--- src/rtl/cmul_seq.sv ---
// rtl/cmul_seq.sv - four-cycle signed complex multiplier sharing one unsigned WxW product unit
module cmul_seq #(
   parameter int W = 4
) (
   input  logic           clk,
   input  logic           rst,
   input  logic           start,
   input  logic [W-1:0]   ar,
   input  logic [W-1:0]   ai,
   input  logic [W-1:0]   br,
   input  logic [W-1:0]   bi,
   output logic           ready,
   output logic           valid,
   output logic [2*W:0]   pr,
   output logic [2*W:0]   pi
);

   localparam int PW = 2 * W + 1;

   typedef enum logic [2:0] {
      S_IDLE = 3'd0,
      S_M0   = 3'd1,
      S_M1   = 3'd2,
      S_M2   = 3'd3,
      S_M3   = 3'd4,
      S_DONE = 3'd5
   } state_t;

   state_t r_state;
   state_t w_next;

   logic [W-1:0]    r_ar, r_ai, r_br, r_bi;
   logic [PW-1:0]   r_acc_r, r_acc_i;
   logic [PW-1:0]   r_pr, r_pi;

   logic [W-1:0]    w_x, w_y;
   logic [W-1:0]    w_mag_x, w_mag_y;
   logic [2*W-1:0]  w_prod;
   logic [PW-1:0]   w_prod_ext;
   logic [PW-1:0]   w_term;
   logic            w_neg;

   // |-2^(W-1)| = 2^(W-1) still fits the W-bit unsigned operand.
   function automatic logic [W-1:0] f_mag(input logic [W-1:0] v);
      f_mag = v[W-1] ? (~v + W'(1)) : v;
   endfunction

   always_ff @(posedge clk or posedge rst) begin
      if (rst) r_state <= S_IDLE;
      else     r_state <= w_next;
   end

   always_comb begin
      w_next = r_state;
      case (r_state)
         S_IDLE:  w_next = start ? S_M0 : S_IDLE;
         S_M0:    w_next = S_M1;
         S_M1:    w_next = S_M2;
         S_M2:    w_next = S_M3;
         S_M3:    w_next = S_DONE;
         S_DONE:  w_next = S_IDLE;
         default: w_next = S_IDLE;
      endcase
   end

   always_comb begin
      ready = (r_state == S_IDLE);
      valid = (r_state == S_DONE);
   end

   always_comb begin
      w_x = r_ar;
      w_y = r_br;
      case (r_state)
         S_M1:    begin w_x = r_ai; w_y = r_bi; end
         S_M2:    begin w_x = r_ar; w_y = r_bi; end
         S_M3:    begin w_x = r_ai; w_y = r_br; end
         default: begin w_x = r_ar; w_y = r_br; end
      endcase
   end

   // Shared unsigned product unit; sign is reapplied afterwards.
   assign w_mag_x    = f_mag(w_x);
   assign w_mag_y    = f_mag(w_y);
   assign w_prod     = {{W{1'b0}}, w_mag_x} * {{W{1'b0}}, w_mag_y};
   assign w_prod_ext = {1'b0, w_prod};
   assign w_neg      = w_x[W-1] ^ w_y[W-1];
   assign w_term     = w_neg ? (PW'(0) - w_prod_ext) : w_prod_ext;

   always_ff @(posedge clk or posedge rst) begin
      if (rst) begin
         r_ar    <= '0;
         r_ai    <= '0;
         r_br    <= '0;
         r_bi    <= '0;
         r_acc_r <= '0;
         r_acc_i <= '0;
         r_pr    <= '0;
         r_pi    <= '0;
      end else begin
         case (r_state)
            S_IDLE: begin
               if (start) begin
                  r_ar    <= ar;
                  r_ai    <= ai;
                  r_br    <= br;
                  r_bi    <= bi;
                  r_acc_r <= '0;
                  r_acc_i <= '0;
               end
            end
            S_M0: r_acc_r <= w_term;
            S_M1: r_acc_r <= r_acc_r - w_term;
            S_M2: r_acc_i <= w_term;
            S_M3: begin
               r_acc_i <= r_acc_i + w_term;
               r_pr    <= r_acc_r;
               r_pi    <= r_acc_i + w_term;
            end
            default: ;
         endcase
      end
   end

   assign pr = r_pr;
   assign pi = r_pi;

endmodule

--- config.mk ---
export PLATFORM = sky130hd
export DESIGN_NAME = cmul_seq
export DESIGN_NICKNAME = d
export VERILOG_FILES = /design/src/rtl/cmul_seq.sv
export SDC_FILE = /design/constraint.sdc
export NUM_CORES = 1
export LEC_CHECK = 0
export ABC_AREA = 1
export BUFFER_PORTS_ARGS = -buffer_cell sky130_fd_sc_hd__buf_2
export CORE_MARGIN = 10
export CORE_UTILIZATION = 66
export CTS_BUF_LIST = sky130_fd_sc_hd__clkbuf_4 sky130_fd_sc_hd__clkbuf_8
export CTS_CLUSTER_DIAMETER = 30
export CTS_CLUSTER_SIZE = 10
export DETAILED_ROUTE_END_ITERATION = 10
export GPL_TIMING_DRIVEN = 0
export PLACE_DENSITY = 0.85
export SLEW_MARGIN = 30
export SYNTH_ARGS = -nofsm -noshare
export SYNTH_HDL_FRONTEND = slang
export SYNTH_SLANG_ARGS = --single-unit
--- constraint.sdc ---
create_clock -name clk -period 9.4 [get_ports clk]
set_clock_uncertainty 0.05 [all_clocks]
set_input_delay 1.41 -clock clk [delete_from_list [all_inputs] [get_ports clk]]
set_output_delay 1.41 -clock clk [all_outputs]
set_load 0.01 [all_outputs]
==> results.md, run 1 <==
• 0 — Yosys warnings
• 0 — CTS Hold Bufs
• 6.23 ns — data arrival time of the critical path
• 41.5% — headroom to the max-slew limit
• 0 — initial antenna violation count
• 0 — number of hold violations in the final report
• sky130_fd_sc_hd__fa_1 — cell with the largest stage delay on the worst path
• completed — run status
• simple AND/OR/NAND/NOR gates — combinational family with the most area after synthesis
• 0.31 ns — clock insertion delay at the later pin of the skew report
• 435 — number of filler instances in the final layout
• 566 — number of nets in the synthesized netlist
• 55 — number of clock sinks
• 0.164 GHz — achievable frequency
• 3520 — total number of vias
• 0 — count of instances resized after the clock tree is built
• 0 — total setup violations reported at the end of the flow
• 7310 um — HPWL reported at the end of detailed placement
• 15700 um — first-pass GRT wire length
• 0.909 — placer congestion estimate
• 38 — number of I/O port buffers
• flip-flop — Worst Setup End Kind
• sky130_fd_sc_hd__nand2_1 — commonest non-fill, non-tap cell in the layout
• 0 — Antenna Diode Count
• 19.3% — overall fraction of global-route tracks in use
• 3.16% — mux share of post-synthesis cell area
• 4190 sq um — instance area at placement
• 34 — Distinct cells, synth
• flip-flop to flip-flop — class of the tightest hold or removal check
• 4300 sq um — area of all placed cells without fillers
• 5610 sq um — Std-Cell Core Area
• 5 — detailed-routing iteration count for the pre-antenna-repair pass
• 9300 um — total length of routed wires
• 39 — num ports
• 0 — setup repair bufs after CTS
• 612 — final net count
• 9.55 ns — required time of the worst setup path
• sky130_fd_sc_hd__nand2_1, sky130_fd_sc_hd__inv_1, sky130_fd_sc_hd__dfrtp_1, sky130_fd_sc_hd__nand3_1, sky130_fd_sc_hd__buf_2 — highest-count cells in the layout ignoring fill and taps
• 14.8 um — wire length per cell after detailed routing
• 96.7 um — die span in x
• 64.7% — final worst path period share
• 13.1% — fraction of the mapped netlist area in adder cells
• flip-flop to flip-flop — critical path class
• 35.4% — part of the Yosys area used for sequential elements
• 0.871 ns — transition at the pin with the smallest max-transition slack
• 5.60 — average via count per standard cell
• 274 — drt initial violations
• 69.3% — Starting Density
• 55 — Synth Register Bits
• 9 — maximum fanout count along the critical path
• 0 — antenna viol nets, final
• 27 — number of core rows
• 96.7 um — die height
• yes — TritonCTS clock tree
• 1.13% — XOR/XNOR share of the synthesized area
• 0 — max-slew violation count
• 0.433 ns — Min Hold Slack
• 9350 sq um — Total Die Area
• 0 — max-cap violations
• 3880 sq um — synthesized area
• false — unrepaired setup endpoints after global routing
• 10.8% — post-synthesis to final-layout area growth
• 16.7% — fraction of final layout cells sized beyond drive strength 1
• 9.60% — post-synthesis compound-gate area fraction
• 5 — total CTS buffers
• 0 ns — final setup TNS
• 38 — largest net degree at the start of global routing
• 510 — number of instances in the synthesized netlist
• 6.08 ns — minimum period implied by the final worst setup slack
• flip-flop — sort of element at the start of the critical path
• 2 — CTS H-tree depth
• 29.0% — basic-gate share of the synthesized area counting and, or, nand and nor cells
• 2 — maximum clock insertion buffer count
• sky130_fd_sc_hd__clkbuf_8 — Root Buffer
• 7.62 sq um — average footprint of a synthesized cell
• 0.60 ns — delay of the slowest cell on the worst path
• 0 — number of remaining DRC errors
• 0 — global-route congestion overflow total
• 3515 — vias in the first global route
• 0.11 ns — post-CTS clock slew at the launch and capture registers of the worst setup and hold paths
==> path summary, 6_finish.rpt <==
path	slack [ns]	end	cells past startpoint	from
min	0.43	pr[2]	2	pr[2]
max reg2reg	3.32	r_acc_i[7]	30	r_state[1]
min reg2reg	0.43	pr[2]	2	pr[2]
max in group asynchronous	7.85	pi[0]	3	rst
min in group asynchronous	0.97	r_bi[0]	2	rst
max	3.32	r_acc_i[7]	30	r_state[1]
==> critical path, delay by kind of cell, from the launching register on <==
kind                       cells  cell delay (ns)
adders and majority gates      5             2.18
and+or+nand+nor               14             1.92
buffers and inverters          8             0.63
AOI/OAI and AO/OA              2             0.49
DFF                            1             0.47
xor gates and xnor gates       1             0.21
==> Yosys cell counts, drive strengths merged <==
| cell type | number | share of area [%] |
|---|---|---|
| mux2i | 1 | 0.26 |
| nand2 | 158 | 16 |
| nand3b | 5 | 0.97 |
| or2 | 7 | 1.1 |
| dfrtp | 55 | 35 |
| nor4 | 1 | 0.16 |
| o211ai | 8 | 1.5 |
| xor2 | 4 | 0.90 |
| o21a | 1 | 0.19 |
| nand3 | 49 | 6.3 |
| o21ai | 22 | 3.4 |
| nor3 | 4 | 0.77 |
| buf | 4 | 0.90 |
| mux2 | 10 | 2.9 |
| o221ai | 1 | 0.23 |
| a21oi | 31 | 4.0 |
| nand4 | 3 | 0.48 |
| inv | 76 | 7.3 |
| nor2 | 27 | 2.8 |
| a221oi | 1 | 0.23 |
| clkbuf | 4 | 0.39 |
| xnor2 | 1 | 0.23 |
| ha | 31 | 10 |
| fa | 6 | 3.1 |
==> area by class of cell <==
type                            instances  area, sq um  area share (%)
Buffer                                  8         50.0            1.16
Clock buffer                            5         68.8            1.60
Timing Repair Buffer                   39          210            4.89
Multi-Input combinational cell        371         2170            50.5
Tap cell                               72         90.1            2.09
Inverter                               76          288            6.69
Clock inverter                          3         46.3            1.08
Sequential cell                        55         1380            32.0
==> layer usage <==
layer | part of all wire [%] | track usage [%] | vias up
met4 | 2.2 | 6.88 | 0
met2 | 51 | 34.8 | 128
li1 | - | - | 1735
met5 | 0 | 0 | -
met1 | 40 | 22.1 | 1640
met3 | 6.6 | 3.34 | 17
==> registers in the layout, summed over array words and instances (netlist names) <==
register,flops
r_state,3
r_br,4
pi,9
pr,9
r_ai,4
r_bi,4
r_acc_i,9
r_acc_r,9
r_ar,4
==> cells by family after synthesis <==
logic type	count (synthesis)
muxes	11
AOI/OAI and AO/OA	64
and+or+nand+nor	254
DFF	55
xor gates and xnor gates	5
buffers and inverters	84
adders and majority gates	37
==> through the flow <==
| step | util (%) | cells | setup slack, ns |
|---|---|---|---|
| 4_1_cts | 76.7 | 629 | 3.37 |
| 3_3_place_gp | 74.3 | 620 | 3.57 |
| 6_report | 76.7 | 629 | 3.32 |
| 2_1_floorplan | - | 510 | 4.01 |
| 3_5_place_dp | 74.7 | 621 | 3.40 |
| 5_1_grt | 76.7 | 629 | 2.89 |
Power of run 1 is left out: the tool's default activity adds up to more than one toggle a clock period on the data nets, which glitch-free logic cannot reach.
==> inputs of run 2 (changes only) <==
--- a/config.mk
+++ b/config.mk
@@ -5,16 +5,16 @@
 export SDC_FILE = /design/constraint.sdc
 export NUM_CORES = 1
 export LEC_CHECK = 0
-export ABC_AREA = 1
+export ABC_AREA = 0
 export BUFFER_PORTS_ARGS = -buffer_cell sky130_fd_sc_hd__buf_2
 export CORE_MARGIN = 10
-export CORE_UTILIZATION = 66
+export CORE_UTILIZATION = 61
 export CTS_BUF_LIST = sky130_fd_sc_hd__clkbuf_4 sky130_fd_sc_hd__clkbuf_8
 export CTS_CLUSTER_DIAMETER = 30
 export CTS_CLUSTER_SIZE = 10
 export DETAILED_ROUTE_END_ITERATION = 10
 export GPL_TIMING_DRIVEN = 0
-export PLACE_DENSITY = 0.85
+export PLACE_DENSITY = 0.79
 export SLEW_MARGIN = 30
 export SYNTH_ARGS = -nofsm -noshare
 export SYNTH_HDL_FRONTEND = slang
==> constraint.sdc (replaced) <==
create_clock -name clk -period 6.3 [get_ports clk]
set_clock_uncertainty 0.05 [all_clocks]
set_input_delay 0.945 -clock clk [delete_from_list [all_inputs] [get_ports clk]]
set_output_delay 0.945 -clock clk [all_outputs]
set_load 0.01 [all_outputs]
==> run 2 against run 1 <==
Sequential cell count stayed put. Via count down 16%. Wire length decreased by 11%. Global-route usage decreased by 2.1 points. Synthesized area shrank 3.1%. Utilization shrank 2.4 points. Synthesized cell count shrank 25%. Critical path depth decreased by 6. Final area up 2.9%. Cell count decreased by 17%. Hold slack worse by 0.0078 ns. First-iteration DRC count is 59% lower.
==> results.md, run 2 <==
• completed — run status
• 2 — CTS H-tree depth, unchanged
• 34.4% — headroom to the max-slew limit, -7.1 points
• 499 — number of cells after detailed placement, -20%
• 28 — number of core rows, +3.7%
• 100% — share of flip-flops with an asynchronous set or reset after synthesis, unchanged
• pr[3] — Worst Hold Launch
• 36.6% — part of the Yosys area used for sequential elements, +1.1 points
• 0 — Post-synth EDFFs, unchanged
• 5960 sq um — Std-Cell Core Area, +6.2%
• 520 — Cell Count, Final, Fillers Out, -17%
• 58 — Distinct cells, synth, +71%
• 0 — initial antenna violation count, unchanged
• 0 — CTS Hold Bufs, unchanged
• 5.70 — average via count per standard cell, +1.8%
• 0 — number of hold violations in the final report, unchanged
• 441 — number of nets in the synthesized netlist, -22%
• 9.78 sq um — average footprint of a synthesized cell, +28%
• 55 — Synth Register Bits, unchanged
• 385 — number of instances in the synthesized netlist, -25%
• 6.22 ns — data arrival time of the critical path, about the same
• 14300 um — first-pass GRT wire length, -9.2%
• 17.1% — overall fraction of global-route tracks in use, -2.1 points
• 43 — largest net degree at the start of global routing, +13%
• 3760 sq um — synthesized area, -3.1%
• 2962 — total number of vias, -16%
• 5 — total CTS buffers, unchanged
• 3179 — vias in the first global route, -9.6%
• 6.06 ns — minimum period implied by the final worst setup slack, -0.0205 ns
• 6.46 ns — required time of the worst setup path, -3.09 ns
• 38 — number of I/O port buffers, unchanged
• sky130_fd_sc_hd__clkbuf_8 — Root Buffer
• 0 — Antenna Diode Count, unchanged
• 0.10 ns — post-CTS clock slew at the launch and capture registers of the worst setup and hold paths, about the same
• 0 ns — final setup TNS, unchanged
• r_state[1] — startpoint of the worst register-to-register path
• sky130_fd_sc_hd__dfrtp_1 — top cell type by total area after synthesis
• 27.0% — fraction of final layout cells sized beyond drive strength 1, +10 points
• 8300 um — total length of routed wires, -11%
• sky130_fd_sc_hd__dfrtp_1 — flip-flop cell with the highest count after synthesis
• 96.2% — final worst path period share, +32 points
• 500 — final net count, -18%
• flip-flop — Worst Setup End Kind
• 9710 sq um — Total Die Area, +3.8%
• sky130_fd_sc_hd__nand2_1, sky130_fd_sc_hd__dfrtp_1, sky130_fd_sc_hd__buf_2, sky130_fd_sc_hd__nor2_1, sky130_fd_sc_hd__ha_1 — highest-count cells in the layout ignoring fill and taps
• flip-flop to flip-flop — class of the tightest hold or removal check
• 0 — antenna viol nets, final, unchanged
• 0 — total setup violations reported at the end of the flow, unchanged
• 0 — max-slew violation count, unchanged
• 4 — maximum fanout count along the critical path, -5
• 36.6% — area share of the largest cell type after synthesis, +1.1 points
• 0 — global-route congestion overflow total, unchanged
• sky130_fd_sc_hd__dfrtp_1 — cell with the most instances after synthesis
• 98.6 um — die height, +1.9%
• 0.240 ns — fin worst setup slack, -3.08 ns
• r_state[1] — source of the critical timing path
• 113 — drt initial violations, -59%
• yes — TritonCTS clock tree
• 2 — maximum clock insertion buffer count, unchanged
• 16.0 um — wire length per cell after detailed routing, +7.9%
• 98.6 um — die span in x, +1.9%
• 0.24 ns — reg-to-reg setup timing slack, -3.08 ns
• 55 — number of clock sinks, unchanged
• 39 — num ports, unchanged
• 0 — max-cap violations, unchanged
• -0.288 ns — worst-case setup slack after placement, -3.69 ns
• 0 — Yosys warnings, unchanged
• 0.981 ns — transition at the pin with the smallest max-transition slack, +0.110 ns
• 0.870 — placer congestion estimate, -4.3%
• 0.165 GHz — achievable frequency, +0.34%
• 0 — number of remaining DRC errors, unchanged
• 0.32 ns — clock insertion delay at the later pin of the skew report, about the same
• 63.2% — Starting Density, -6.1 points
• flip-flop — sort of element at the start of the critical path
• 17.6% — post-synthesis to final-layout area growth
• 4 — detailed-routing iteration count for the pre-antenna-repair pass, -1
• sky130_fd_sc_hd__dfrtp_1, sky130_fd_sc_hd__nand2_1, sky130_fd_sc_hd__nor2_1 — top cell types by occurrence after synthesis
• 6290 um — HPWL reported at the end of detailed placement, -14%
• sky130_fd_sc_hd__dfrtp_1, sky130_fd_sc_hd__ha_1, sky130_fd_sc_hd__nand2_1 — top post-synthesis cells by area
• flip-flop to flip-flop — critical path class
[run 2: changes by cell type after synthesis, sizes merged, moves of 8 or more]
cell    previous run  this run
nor2              27        36
nand2            158        54
a21oi             31        13
nand2b             0         9
a221o              0         8
nor2b              0         9
inv               76        22
nand3             49         0
and2               0         8
xnor2              1        19
a21o               0         8
[run 2: layout make-up]
cell class                 count  area (sq um)
multi-input combinational    294          2410
tap                           75          93.8
clock buffer                   5          68.8
buffer                        14          65.1
sequential                    55          1380
fill                         434          1530
clock inverter                 3          18.8
inverter                      22          85.1
timing repair buffer          52           308
[run 2: stage by stage]
step           hold slack, ns  instance area, sq um  utilization, %
3_5_place_dp            0.409                  4080            68.4
3_3_place_gp            0.402                  4050            68.0
2_1_floorplan           0.406                  3760               -
4_1_cts                 0.434                  4250            71.3
5_1_grt                 0.462                  4430            74.4
6_report                0.425                  4430            74.4
[run 2: timing repair]
action,CTS,global route
endpoints found under the setup margin,4,4
setup buffers,3,10
pin swaps,2,10
gates resized for setup,10,17
[run 2: metal layers]
| metal | GRT usage [%] | share of wire [%] |
|---|---|---|
| met5 | 0 | 0 |
| met4 | 5.51 | 1.2 |
| met3 | 4.75 | 6.2 |
| met2 | 31.1 | 52 |
| met1 | 18.7 | 41 |
[run 2: cell families after synthesis]
logic type	Yosys count	share of synthesized area, %
flops	55	36.6
mux	25	7.98
fa+ha+maj	37	13.5
compound gates	68	13.9
buf+inv	36	3.92
simple gates	137	17.4
xor+xnor	27	6.68
[run 2: path summary, 6_finish.rpt]
check,endpoint,cells past startpoint
max reg2reg,r_acc_i[8],24
max in group asynchronous,r_state[2],3
min,pr[3],2
max,r_acc_i[8],24
min in group asynchronous,r_bi[2],2
min reg2reg,pr[3],2
[run 2: critical path, cell delays in order, from the launching register on]
cell	delay [ns]
sky130_fd_sc_hd__dfrtp_1	0.48
sky130_fd_sc_hd__xnor2_4	0.18
sky130_fd_sc_hd__nor2_4	0.14
sky130_fd_sc_hd__buf_4	0.15
sky130_fd_sc_hd__mux2i_4	0.23
sky130_fd_sc_hd__ha_1	0.19
sky130_fd_sc_hd__nor2_2	0.06
sky130_fd_sc_hd__xnor2_2	0.21
sky130_fd_sc_hd__nand2_1	0.10
sky130_fd_sc_hd__fa_1	0.48
sky130_fd_sc_hd__inv_1	0.05
sky130_fd_sc_hd__fa_1	0.54
sky130_fd_sc_hd__inv_1	0.07
sky130_fd_sc_hd__fa_2	0.38
sky130_fd_sc_hd__xnor2_2	0.18
sky130_fd_sc_hd__or4b_4	0.51
sky130_fd_sc_hd__o21ai_2	0.18
sky130_fd_sc_hd__xnor2_2	0.20
sky130_fd_sc_hd__ha_4	0.28
sky130_fd_sc_hd__and3_1	0.18
sky130_fd_sc_hd__o2bb2ai_1	0.15
sky130_fd_sc_hd__o41ai_2	0.25
sky130_fd_sc_hd__xor2_1	0.29
sky130_fd_sc_hd__nor2_1	0.07
sky130_fd_sc_hd__a221o_1	0.32
Power of run 2 is left out for the same reason.
